**config.mk**
```make
export PLATFORM = sky130hd
export DESIGN_NAME = irq_request_ctrl
export DESIGN_NICKNAME = d
export VERILOG_FILES = /design/src/rtl/irq_request_ctrl.sv
export SDC_FILE = /design/constraint.sdc
export NUM_CORES = 1
export LEC_CHECK = 0
export ABC_AREA = 1
export BUFFER_PORTS_ARGS = -buffer_cell sky130_fd_sc_hd__buf_2
export CAP_MARGIN = 30
export CORE_ASPECT_RATIO = 1.2
export CORE_MARGIN = 2
export CORE_UTILIZATION = 50
export DETAILED_ROUTE_END_ITERATION = 16
export GPL_ROUTABILITY_DRIVEN = 0
export PLACE_DENSITY = 0.75
export SKIP_LAST_GASP = 1
export SYNTH_ARGS = -nofsm -noshare
export SYNTH_HDL_FRONTEND = slang
export SYNTH_SLANG_ARGS = --single-unit
```
**constraint.sdc**
```tcl
create_clock -name clk -period 2.7 [get_ports clk]
set_input_delay 0.54 -clock clk [delete_from_list [all_inputs] [get_ports clk]]
set_output_delay 0.54 -clock clk [all_outputs]
set_load 0.1 [all_outputs]
```
**src/rtl/irq_request_ctrl.sv**
```systemverilog
// Interrupt front-end for the CP0 hardware lines: per-source 2-FF sync, debounce,
// rising-edge or level detection, and a software/ack-controlled pending latch.
module irq_request_ctrl #(
    parameter int unsigned N_SRC      = 8,
    parameter int unsigned DEB_CYCLES = 16,
    parameter int unsigned DEB_W      = 16
) (
    input  logic             clk,
    input  logic             clr_n,
    input  logic [N_SRC-1:0] irq_raw,
    input  logic [N_SRC-1:0] irq_mode,
    input  logic             ack_valid,
    input  logic [2:0]       ack_num,
    input  logic [N_SRC-1:0] sw_set,
    input  logic [N_SRC-1:0] sw_clr,
    output logic [N_SRC-1:0] hw_irq,
    output logic [N_SRC-1:0] pending,
    output logic [N_SRC-1:0] stable
);

    localparam logic [DEB_W-1:0] DEB_LAST = DEB_W'(DEB_CYCLES - 1);

    logic [N_SRC-1:0] sync1;
    logic [N_SRC-1:0] sync2;
    logic [N_SRC-1:0] stable_d;
    logic [N_SRC-1:0] stable_nxt;
    logic [N_SRC-1:0] pending_nxt;
    logic [N_SRC-1:0] hw_irq_nxt;
    logic [N_SRC-1:0] rise;
    logic [DEB_W-1:0] cnt     [N_SRC];
    logic [DEB_W-1:0] cnt_nxt [N_SRC];

    assign rise = stable & ~stable_d;

    // Debounce: count cycles the synced input disagrees with the accepted level.
    always_comb begin
        stable_nxt = stable;
        for (int unsigned i = 0; i < N_SRC; i++) begin
            cnt_nxt[i] = '0;
            if (sync2[i] != stable[i]) begin
                if (cnt[i] == DEB_LAST) begin
                    stable_nxt[i] = sync2[i];
                end else begin
                    cnt_nxt[i] = cnt[i] + DEB_W'(1);
                end
            end
        end
    end

    // Set has priority over clear so a coincident new event is never dropped.
    always_comb begin
        pending_nxt = pending;
        for (int unsigned i = 0; i < N_SRC; i++) begin
            if (!irq_mode[i]) begin
                pending_nxt[i] = 1'b0;
            end else if (rise[i] || sw_set[i]) begin
                pending_nxt[i] = 1'b1;
            end else if (sw_clr[i] || (ack_valid && (ack_num == 3'(i)))) begin
                pending_nxt[i] = 1'b0;
            end
        end
    end

    // hw_irq is registered from the next-state values so it moves with pending/stable.
    always_comb begin
        hw_irq_nxt = (irq_mode & pending_nxt) | (~irq_mode & stable_nxt);
    end

    always_ff @(posedge clk or negedge clr_n) begin
        if (!clr_n) begin
            sync1    <= '0;
            sync2    <= '0;
            stable   <= '0;
            stable_d <= '0;
            pending  <= '0;
            hw_irq   <= '0;
            for (int unsigned i = 0; i < N_SRC; i++) begin
                cnt[i] <= '0;
            end
        end else begin
            sync1    <= irq_raw;
            sync2    <= sync1;
            stable   <= stable_nxt;
            stable_d <= stable;
            pending  <= pending_nxt;
            hw_irq   <= hw_irq_nxt;
            for (int unsigned i = 0; i < N_SRC; i++) begin
                cnt[i] <= cnt_nxt[i];
            end
        end
    end

endmodule

```
==> results.sh, run 1 <==
export IMPL_routed_wl_um=18380
export IMPL_drive_gt1_frac=0.1321
export IMPL_setup_violations=0
export IMPL_yosysSeqAreaShare=0.4809
export IMPL_finClkSkew_ns=0.007517
export IMPL_tns_ns=0
export IMPL_rsz0062_at_grt="false"
export IMPL_synth_cell_type_count=33
export IMPL_clock_sinks=176
export IMPL_synth_simple_area_share=0.3738
export IMPL_violations="negative hold slack"
export IMPL_synth_top_flop_cell="dfrtp_1"
export IMPL_port_buffers=61
export IMPL_antenna_left=0
export IMPL_r2r_start="cnt[96]"
export IMPL_cts_tree="yes"
export IMPL_synthMuxAreaShare=0
export IMPL_synth_compound_area_frac=0.02664
export IMPL_final_hold_viol_count=2
export IMPL_die_h_um=152.3
export IMPL_critical_path_class="register to primary output"
export IMPL_synthToLayoutAreaGrowth_pct=13.25
export IMPL_nFillCells=1610
export IMPL_syn_inst=1199
export IMPL_r2r_end="cnt[101]"
export IMPL_post_cts_buffers=0
export IMPL_post_route_drc_count=0
export IMPL_yosysWarningCount=0
export IMPL_h_tree_depth=4
export IMPL_synthArstFlopShare=1.000
export IMPL_timing_final_crit_share=0.6993
export IMPL_die_area_um2=19420
export IMPL_synth_xor_area_frac=0.04768
export IMPL_cap_violations=0
export IMPL_die_x_um=127.6
export IMPL_pin_count=62
export IMPL_final_util=0.5750
export IMPL_yosysMostFrequentCell="nand2_1"
export IMPL_holdCritPathClass="primary input to async pin"
export IMPL_cts_root_buffer="clkbuf_16"
export IMPL_post_synth_cell_area_avg_um2=7.639
export IMPL_antennaDiodeCount=0
export IMPL_crit_path_max_incr_delay_ns=0.47
export IMPL_synth_top_area_frac=0.4809
export IMPL_crit_path_top_delay_cell="buf_2"
export IMPL_start_util=0.5077
export IMPL_whs_ns=-0.003751
export IMPL_crit_arrival_ns=1.35
export IMPL_post_place_ws_ns=1.122
export IMPL_vias=7459
export IMPL_slew_headroom=0.6318
export IMPL_numCtsBuffers=17
export IMPL_crit_chain="buf_2"
export IMPL_synth_adder_area_share=0.01093
export IMPL_vias_per_cell=4.914
export IMPL_ys_ff_latch=176
export IMPL_antenna_found_initial=2
export IMPL_max_freq_ghz=0.5296
export IMPL_drt_pass1_iterations=5
export IMPL_p_leak_nw=5.050
export IMPL_cts_max_path_buffers=2
export IMPL_grt_start_max_net_pins=58
export IMPL_required_ns=2.16
export IMPL_dp_hpwl_um=13630
export IMPL_fin_crit_ns=1.888
export IMPL_status="finished with violations"
export IMPL_cts_hold_buf=0
export IMPL_cts_resized=0
export IMPL_grt_usage=0.2029
export IMPL_wl_per_cell_um=12.11
export IMPL_worst_r2r_cell_count=6
export IMPL_crit_path_end_kind="primary output"
export IMPL_cp_num_buf_inv=1
export IMPL_worst_pin_slew_ns=0.5483
export IMPL_core_um2=18040
export IMPL_synth_top_family_by_area="simple AND/OR/NAND/NOR gates"
export IMPL_cp_top_family="buffers and inverters"
export IMPL_grt_pass1_wl_um=32460
export IMPL_num_rows=54
export IMPL_synth_edf_count=0
export IMPL_yosys_area_top_type="dfrtp_1"
export IMPL_grt_pass1_vias=7499
export IMPL_start_kind="register"
export IMPL_gr_total_overflow=0
export IMPL_yosys_top_cells_count="nand2_1 (329), nor2_1 (283), dfrtp_1 (176)"
export IMPL_insertion_delay_ns=0.43
export IMPL_fin_ws_ns=0.8118
export IMPL_peakVddDrop_mv=0.3846
export IMPL_synth_area_um2=9159
export IMPL_synth_fp_nets=1245
export IMPL_cts_clk_slew_worst_paths_ns=0.06
export IMPL_slew_violations=0
export IMPL_finalNetCount=1328
export IMPL_cp_max_fo=4
export IMPL_drt_iter0_markers=350
export IMPL_ys_top_cells_by_area="dfrtp_1 (48%), nand2_1 (13%), nor2_1 (12%), inv_1 (5.3%), nand3_1 (3.0%)"
export IMPL_reg2reg_slack_ns=1.23
export IMPL_powerDensity_nw_per_um2=528.1
==> metrics by stage <==
| stage | power, W | hold slack [ns] | area, µm² | instances |
|---|---|---|---|---|
| 4_1_cts | 0.005540 | 0.003573 | 10370 | 1518 |
| 2_1_floorplan | 0.003016 | 0.2444 | 9159 | 1199 |
| 6_report | 0.005478 | -0.003751 | 10370 | 1518 |
| 3_3_place_gp | 0.003163 | 0.3327 | 9806 | 1487 |
| 5_1_grt | 0.005685 | 0.02293 | 10370 | 1518 |
| 3_5_place_dp | 0.003170 | 0.3355 | 9806 | 1487 |
==> sequential cells by signal (all words and copies together), names as in the netlist <==
register / flops
cnt: 128
hw_irq: 8
pending: 8
stable: 8
stable_d: 8
sync1: 8
sync2: 8
==> routing by layer <==
layer | routed length (µm) | part of all wire | up-vias | GRT usage
li1 | - | - | 3865 | -
met3 | 611 | 0.033 | 35 | 0.04038
met1 | 8106 | 0.44 | 3453 | 0.2445
met4 | 446 | 0.024 | 2 | 0.08163
met5 | 12 | 0.00065 | - | 0
met2 | 9201 | 0.50 | 104 | 0.3545
==> area by class of cell <==
type / count / area (µm²) / area share
Multi-Input combinational cell: 878 / 4204 / 0.4053
Clock buffer: 22 / 484.2 / 0.04668
Sequential cell: 176 / 4404 / 0.4246
Tap cell: 224 / 280.3 / 0.02702
Timing Repair Buffer: 71 / 399.1 / 0.03848
Inverter: 138 / 518.0 / 0.04994
Clock inverter: 9 / 82.58 / 0.007961
==> cells by family after synthesis <==
family,after synthesis
xor+xnor,49
compound gates,34
simple gates,787
flops,176
buf+inv,145
fa+ha+maj,8
==> how the worst max path moves through the flow <==
| stage | from | endpoint | slack, ns | cells after the start |
|---|---|---|---|---|
| final | stable[3] | stable[3] | 0.81 | 1 |
| after floorplan | stable[7] | cnt[10] | 1.03 | 3 |
| after global routing | stable[0] | stable[0] | 0.78 | 1 |
| after global placement | ack_valid | hw_irq[1] | 1.15 | 8 |
| after CTS | stable[3] | stable[3] | 0.80 | 1 |
| after detailed placement | ack_num[2] | hw_irq[1] | 1.12 | 7 |
==> placed cells by master (no fill, tap or decap), types with 5 or more instances in the layout <==
master     count
nand3_1       55
ha_1           8
buf_2         60
nand4_1       31
o21bai_1      19
a21oi_1        5
xnor2_1       22
nor2_1       283
nand3b_1       8
inv_1        129
nand2_1      329
inv_2          9
buf_4          9
nor3_1        15
xor2_1        26
clkbuf_16     17
nor3b_2        7
nor2_2        13
or2_2          8
nand2_2       17
and2_1         8
dfrtp_1      176
==> where the power goes <==
part | total, W | switching [W] | internal, W
Combinational | 0.000373 | 0.000279 | 0.0000940
Clock | 0.00236 | 0.00100 | 0.00136
Sequential | 0.00274 | 0.0000471 | 0.00269
Power figures use the tool's default switching activity.
==> run 2, diff against run 1 <==
- ABC_AREA: 1 -> 0
- clock period: 2.7 -> 1.87 ns (I/O delays scaled with it)
==> run 2 against run 1 <==
Compared with the run above: final area is 12% lower; highest routed layer is now met4; sequential share of layout area grew 5.9 points; critical path type is now register to register; critical path depth grew 4; setup slack got worse by 0.69 ns; core utilization is 1.5 points higher; critical endpoint is now hw_irq[6]; the run now ends clean; routed wire length shrank 21%; sequential power grew 44%.
==> results.sh, run 2 <==
export IMPL_cts_root_buffer="clkbuf_16"
export IMPL_yosys_top_cells_count="dfrtp_1 (176), nor2_1 (134), xnor2_1 (90)"
export IMPL_min_from="irq_raw[1]"
export IMPL_syn_inst=746
export IMPL_synthToLayoutAreaGrowth_pct=16.73
export IMPL_holdCritPathClass="primary input to register"
export IMPL_yosysMostFrequentCell="dfrtp_1"
export IMPL_switchingPower_w=0.001889
export IMPL_p_comb_frac=0.063
export IMPL_post_synth_cell_area_avg_um2=10.46
export IMPL_vias_per_cell=5.253
export IMPL_grt_pass1_vias=5545
export IMPL_antennaDiodeCount=0
export IMPL_pin_count=62
export IMPL_final_util=0.5897
export IMPL_setup_violations=0
export IMPL_crit_arrival_ns=2.07
export IMPL_synth_edf_count=0
export IMPL_cp_max_fo=6
export IMPL_ys_top_cells_by_area="dfrtp_1 (56%), xnor2_1 (10%), nor2_1 (6.4%), nor4_1 (4.2%), xor2_1 (2.9%)"
export IMPL_routed_wl_um=14460
export IMPL_worst_pin_slew_ns=0.4907
export IMPL_seqPwrFrac=0.490
export IMPL_cts_clk_slew_worst_paths_ns=0.06
export IMPL_synth_area_um2=7806
export IMPL_tns_ns=0
export IMPL_vias=5547
export IMPL_drt_iter0_markers=365
export IMPL_post_cts_buffers=0
export IMPL_p_leak_nw=3.991
export IMPL_required_ns=2.19
export IMPL_yosysSeqAreaShare=0.5642
export IMPL_drt_pass1_iterations=5
export IMPL_cap_violations=0
export IMPL_hold_depth=1
export IMPL_core_um2=15450
export IMPL_die_h_um=140.9
export IMPL_synth_top_area_frac=0.5642
export IMPL_rsz0062_at_grt="false"
export IMPL_peakVddDrop_mv=0.6453
export IMPL_synth_top_flop_cell="dfrtp_1"
export IMPL_grt_start_max_net_pins=69
export IMPL_finClkSkew_ns=0.01017
export IMPL_die_area_um2=16630
export IMPL_internal_power_w=0.006166
export IMPL_synth_cell_type_count=31
export IMPL_powerDensity_nw_per_um2=883.9
export IMPL_final_hold_viol_count=0
export IMPL_r2r_end="hw_irq[6]"
export IMPL_h_tree_depth=4
export IMPL_r2r_start="cnt[16]"
export IMPL_cts_tree="yes"
export IMPL_gr_total_overflow=0
export IMPL_min_to="sync1[1]"
export IMPL_wl_per_cell_um=13.69
export IMPL_timing_final_crit_share=0.9367
export IMPL_yosysWarningCount=0
export IMPL_slew_headroom=0.6751
export IMPL_post_route_drc_count=0
export IMPL_clock_sinks=176
export IMPL_slew_violations=0
export IMPL_cts_max_path_buffers=2
export IMPL_numCtsBuffers=17
export IMPL_synthArstFlopShare=1.000
export IMPL_yosys_area_top_type="dfrtp_1"
export IMPL_grt_usage=0.1901
export IMPL_finalNetCount=881
export IMPL_status="complete, no violations"
export IMPL_die_x_um=118.1
export IMPL_largest_reg_flops=128
export IMPL_dp_hpwl_um=9942
export IMPL_antenna_found_initial=0
export IMPL_antenna_left=0
export IMPL_ys_ff_latch=176
export IMPL_start_util=0.5052
export IMPL_layout_common_cells="dfrtp_1 (176), nor2_1 (134), xnor2_1 (90), buf_2 (60), nor4_1 (53)"
export IMPL_critical_path_class="register to register"
export IMPL_swShare=0.2345
export IMPL_crit_path_end_kind="register"
export IMPL_synth_fp_nets=792
export IMPL_worst_r2r_cell_count=5
export IMPL_clkPwrFrac=0.447
export IMPL_start_kind="register"
export IMPL_max_freq_ghz=0.5709
export IMPL_num_rows=50
export IMPL_port_buffers=61
export IMPL_grt_pass1_wl_um=25490
export IMPL_reg2reg_slack_ns=0.12
export IMPL_insertion_delay_ns=0.43
export IMPL_mostFrequentLayoutCell="dfrtp_1"
export IMPL_drive_gt1_frac=0.1439
export IMPL_fin_crit_ns=1.752
export IMPL_top_register="cnt"
run 2: layer usage:
layer  vias to the layer above  GRT usage  wire length (µm)
met5                         -          0                 0
met2                       105     0.2951              6853
met1                      2658     0.2527              6576
met3                        20    0.04409               740
li1                       2764          -                 -
met4                         0    0.09385               283
run 2: worst max-delay path by stage:
| stage | from | end | slack, ns | cells after the start |
|---|---|---|---|---|
| after detailed placement | cnt[119] | cnt[127] | 0.14 | 4 |
| after global placement | cnt[16] | hw_irq[6] | 0.23 | 5 |
| final | cnt[16] | hw_irq[6] | 0.12 | 5 |
| after CTS | cnt[16] | hw_irq[6] | 0.13 | 5 |
| after floorplan | stable[7] | cnt[10] | 0.09 | 4 |
| after global routing | cnt[16] | hw_irq[6] | 0.001 | 5 |
run 2: worst max-delay path, stage by stage (launching register included):
cell and delay (ns):
dfrtp_1 0.41, ha_1 0.25, and3_1 0.26, nand4_1 0.17, mux2_2 0.38, a21o_1 0.18
run 2: stage by stage:
stage / total power (W) / hold slack, ns / worst slack [ns] / area (µm²) / instances
after floorplan: 0.004304 / 0.07841 / 0.09038 / 7806 / 746
after global placement: 0.004524 / 0.2817 / 0.2255 / 8501 / 1023
after detailed placement: 0.004533 / 0.2834 / 0.1368 / 8501 / 1023
after CTS: 0.008153 / 0.02928 / 0.1271 / 9112 / 1056
after global routing: 0.008344 / 0.02738 / 0.001409 / 9112 / 1056
final: 0.008055 / 0.04656 / 0.1185 / 9112 / 1056
run 2: cells by family after synthesis:
logic type      after synthesis  share of synthesized area
fa+ha+maj                     8                    0.01282
mux                           8                    0.01154
compound gates               32                    0.02933
buf+inv                      47                    0.02260
flops                       176                     0.5642
simple gates                359                     0.2294
xor+xnor                    116                     0.1301
run 2: what timing repair did:
item                                   CTS  global route
endpoints found under the hold margin   30             0
hold buffers                             1             0
resized for setup                        0             0
run 2: power by group through the flow:
| stage | sequential, W | combinational (W) | clock (W) |
|---|---|---|---|
| final | 0.00395 | 0.000504 | 0.00360 |
| after global routing | 0.00396 | 0.000559 | 0.00382 |
| after CTS | 0.00395 | 0.000514 | 0.00369 |
| after detailed placement | 0.00402 | 0.000513 | 0 |
| after global placement | 0.00402 | 0.000508 | 0 |
| after floorplan | 0.00417 | 0.000133 | 0 |
run 2: layout make-up:
type                       count  area (µm²)
sequential                   176        4404
fill                        1277        6340
multi-input combinational    523        3226
tap                          208       260.3
clock inverter                13       158.9
timing repair buffer          80       481.7
inverter                      37       138.9
clock buffer                  19       442.9
==> run 3, diff against run 2 <==
- HOLD_SLACK_MARGIN: unset -> 0.08
- clock period: 1.87 -> 1.9 ns (I/O delays scaled with it)
==> run 3 against run 2 <==
Compared with the run above: fmax is 1.0% higher; final area is 0.80% higher; worst hold slack better by 0.16 ns; combinational power is 2% higher; setup slack better by 0.048 ns; register-to-register slack better by 0.05 ns; global-route usage is 0.19 points lower; final cell count is 0.66% higher; sequential cell count stayed put; die area stayed put; clock power is 4% lower; via count is 1.3% higher.
==> results.sh, run 3 (synthesis results as in run 2) <==
export IMPL_r2r_end="hw_irq[6]"
export IMPL_gr_usage_met1=0.2536
export IMPL_insertion_delay_ns=0.43
export IMPL_cp_num_buf_inv=0
export IMPL_h_tree_depth=4
export IMPL_clock_sinks=176
export IMPL_r2r_start="cnt[16]"
export IMPL_worst_r2r_cell_count=5
export IMPL_drt_iter0_markers=331
export IMPL_largest_reg_flops=128
export IMPL_holdCritPathClass="primary input to register"
export IMPL_slew_violations=0
export IMPL_cts_root_buffer="clkbuf_16"
export IMPL_max_freq_ghz=0.5769
export IMPL_powerDensity_nw_per_um2=853.4
export IMPL_tns_ns=0
export IMPL_post_cts_buffers=0
export IMPL_layout_common_cells="dfrtp_1 (176), nor2_1 (134), xnor2_1 (90), buf_2 (60), nor4_1 (53)"
export IMPL_cts_tree="yes"
export IMPL_cts_hold_buf=9
export IMPL_grt_usage=0.1882
export IMPL_crit_path_top_delay_cell="dfrtp_1"
export IMPL_min_to="pending[0]"
export IMPL_cts_clk_slew_worst_paths_ns=0.06
export IMPL_fin_ws_ns=0.1666
export IMPL_seqPwrFrac=0.496
export IMPL_die_h_um=140.9
export IMPL_cts_resized=0
export IMPL_antenna_left=0
export IMPL_cap_violations=0
export IMPL_core_um2=15450
export IMPL_crit_path_max_incr_delay_ns=0.42
export IMPL_required_ns=2.22
export IMPL_final_cell_count_no_fill=1063
export IMPL_start_kind="register"
export IMPL_cp_max_fo=6
export IMPL_drive_gt1_frac=0.1415
export IMPL_antenna_found_initial=0
export IMPL_setup_violations=0
export IMPL_fin_crit_ns=1.733
export IMPL_crit_arrival_ns=2.05
export IMPL_use_met2=0.2939
export IMPL_gr_total_overflow=0
export IMPL_post_place_ws_ns=0.1991
export IMPL_nFillCells=1279
export IMPL_clkPwrFrac=0.438
export IMPL_finClkSkew_ns=0.007743
export IMPL_slew_headroom=0.6708
export IMPL_synthToLayoutAreaGrowth_pct=17.66
export IMPL_busiest_layer="met2"
export IMPL_start_util=0.5052
export IMPL_internal_power_w=0.005987
export IMPL_vias=5618
export IMPL_vias_per_cell=5.285
export IMPL_mostFrequentLayoutCell="dfrtp_1"
export IMPL_finalNetCount=888
export IMPL_post_route_drc_count=0
export IMPL_reg2reg_slack_ns=0.17
export IMPL_switchingPower_w=0.001852
export IMPL_rsz0062_at_grt="false"
export IMPL_routed_wl_um=14610
export IMPL_hold_depth=2
export IMPL_cts_max_path_buffers=2
export IMPL_grt_pass1_vias=5511
export IMPL_numCtsBuffers=17
export IMPL_grt_pass1_wl_um=25340
export IMPL_drt_pass1_iterations=5
export IMPL_swShare=0.2363
export IMPL_grt_use_met3=0.04814
export IMPL_timing_final_crit_share=0.9123
export IMPL_peakVddDrop_mv=0.6623
export IMPL_pin_count=62
export IMPL_worst_pin_slew_ns=0.4972
export IMPL_dp_cells=1022
export IMPL_min_from="irq_mode[0]"
export IMPL_crit_chain="ha_1 -> and3_1 -> nand4_1 -> mux2_2 -> a21o_1"
export IMPL_dp_hpwl_um=9999
export IMPL_status="complete, no violations"
export IMPL_die_area_um2=16630
export IMPL_final_hold_viol_count=0
export IMPL_cp_top_family="simple AND/OR/NAND/NOR gates"
export IMPL_grt_start_max_net_pins=52
export IMPL_top_register="cnt"
export IMPL_antennaDiodeCount=0
export IMPL_die_x_um=118.1
export IMPL_critical_path_class="register to register"
export IMPL_port_buffers=61
export IMPL_p_comb_frac=0.065
export IMPL_num_rows=50
export IMPL_p_leak_nw=4.017
export IMPL_wl_per_cell_um=13.74
export IMPL_crit_path_end_kind="register"
## run 3: cell types whose count changed in the layout (fill, tap and decap cells not counted)
| cell | before | now |
|---|---|---|
| buf_4 | 16 | 14 |
| inv_6 | 3 | 2 |
| clkbuf_8 | 1 | 2 |
| clkinv_2 | 4 | 3 |
| bufinv_16 | 3 | 2 |
| clkinv_4 | 0 | 2 |
| buf_12 | 2 | 3 |
| dlygate4sd3_1 | 1 | 9 |
## run 3: layout make-up
| type | count | area, µm² | share of cell area |
|---|---|---|---|
| Tap cell | 208 | 260.3 | 0.02833 |
| Timing Repair Buffer | 87 | 566.8 | 0.06171 |
| Clock inverter | 12 | 132.6 | 0.01444 |
| Sequential cell | 176 | 4404 | 0.4795 |
| Inverter | 37 | 138.9 | 0.01512 |
| Clock buffer | 20 | 456.7 | 0.04972 |
| Multi-Input combinational cell | 523 | 3226 | 0.3512 |
## run 3: power by group through the flow
stage          combinational [W]  clock, W  sequential [W]
3_5_place_dp            0.000508         0         0.00396
5_1_grt                 0.000563   0.00369         0.00390
4_1_cts                 0.000524   0.00353         0.00389
6_report                0.000513   0.00344         0.00389
3_3_place_gp            0.000502         0         0.00395
2_1_floorplan           0.000131         0         0.00410
## run 3: per-stage QoR
step | cell area [µm²] | utilization | hold slack, ns | total power, W
global placement | 8506 | 0.5504 | 0.3082 | 0.004455
finish | 9185 | 0.5944 | 0.2057 | 0.007839
detailed placement | 8506 | 0.5504 | 0.3126 | 0.004464
global route | 9185 | 0.5944 | 0.1990 | 0.008154
CTS | 9185 | 0.5944 | 0.1842 | 0.007938
floorplan | 7806 | - | 0.08441 | 0.004236
## run 3: worst max path at each step
| stage | depth (start not counted) | start | endpoint | slack, ns |
|---|---|---|---|---|
| floorplan | 4 | stable[7] | cnt[10] | 0.12 |
| global placement | 4 | cnt[116] | cnt[127] | 0.25 |
| detailed placement | 4 | cnt[119] | cnt[127] | 0.20 |
| CTS | 1 | pending[5] | pending[5] | 0.15 |
| global route | 5 | cnt[16] | hw_irq[6] | 0.09 |
| finish | 5 | cnt[16] | hw_irq[6] | 0.17 |
## run 3: worst reg2reg max path, delay by kind of cell (launching register included)
| family | cells | cell delay [ns] |
|---|---|---|
| and+or+nand+nor | 2 | 0.42 |
| adders and majority gates | 1 | 0.25 |
| DFF | 1 | 0.42 |
| muxes | 1 | 0.36 |
| AOI/OAI and AO/OA | 1 | 0.17 |
## run 3: per-layer routing
layer / vias up / wire length [µm]
li1: 2781 / -
met4: 0 / 248
met1: 2715 / 6855
met3: 19 / 606
met2: 103 / 6897
met5: - / 0
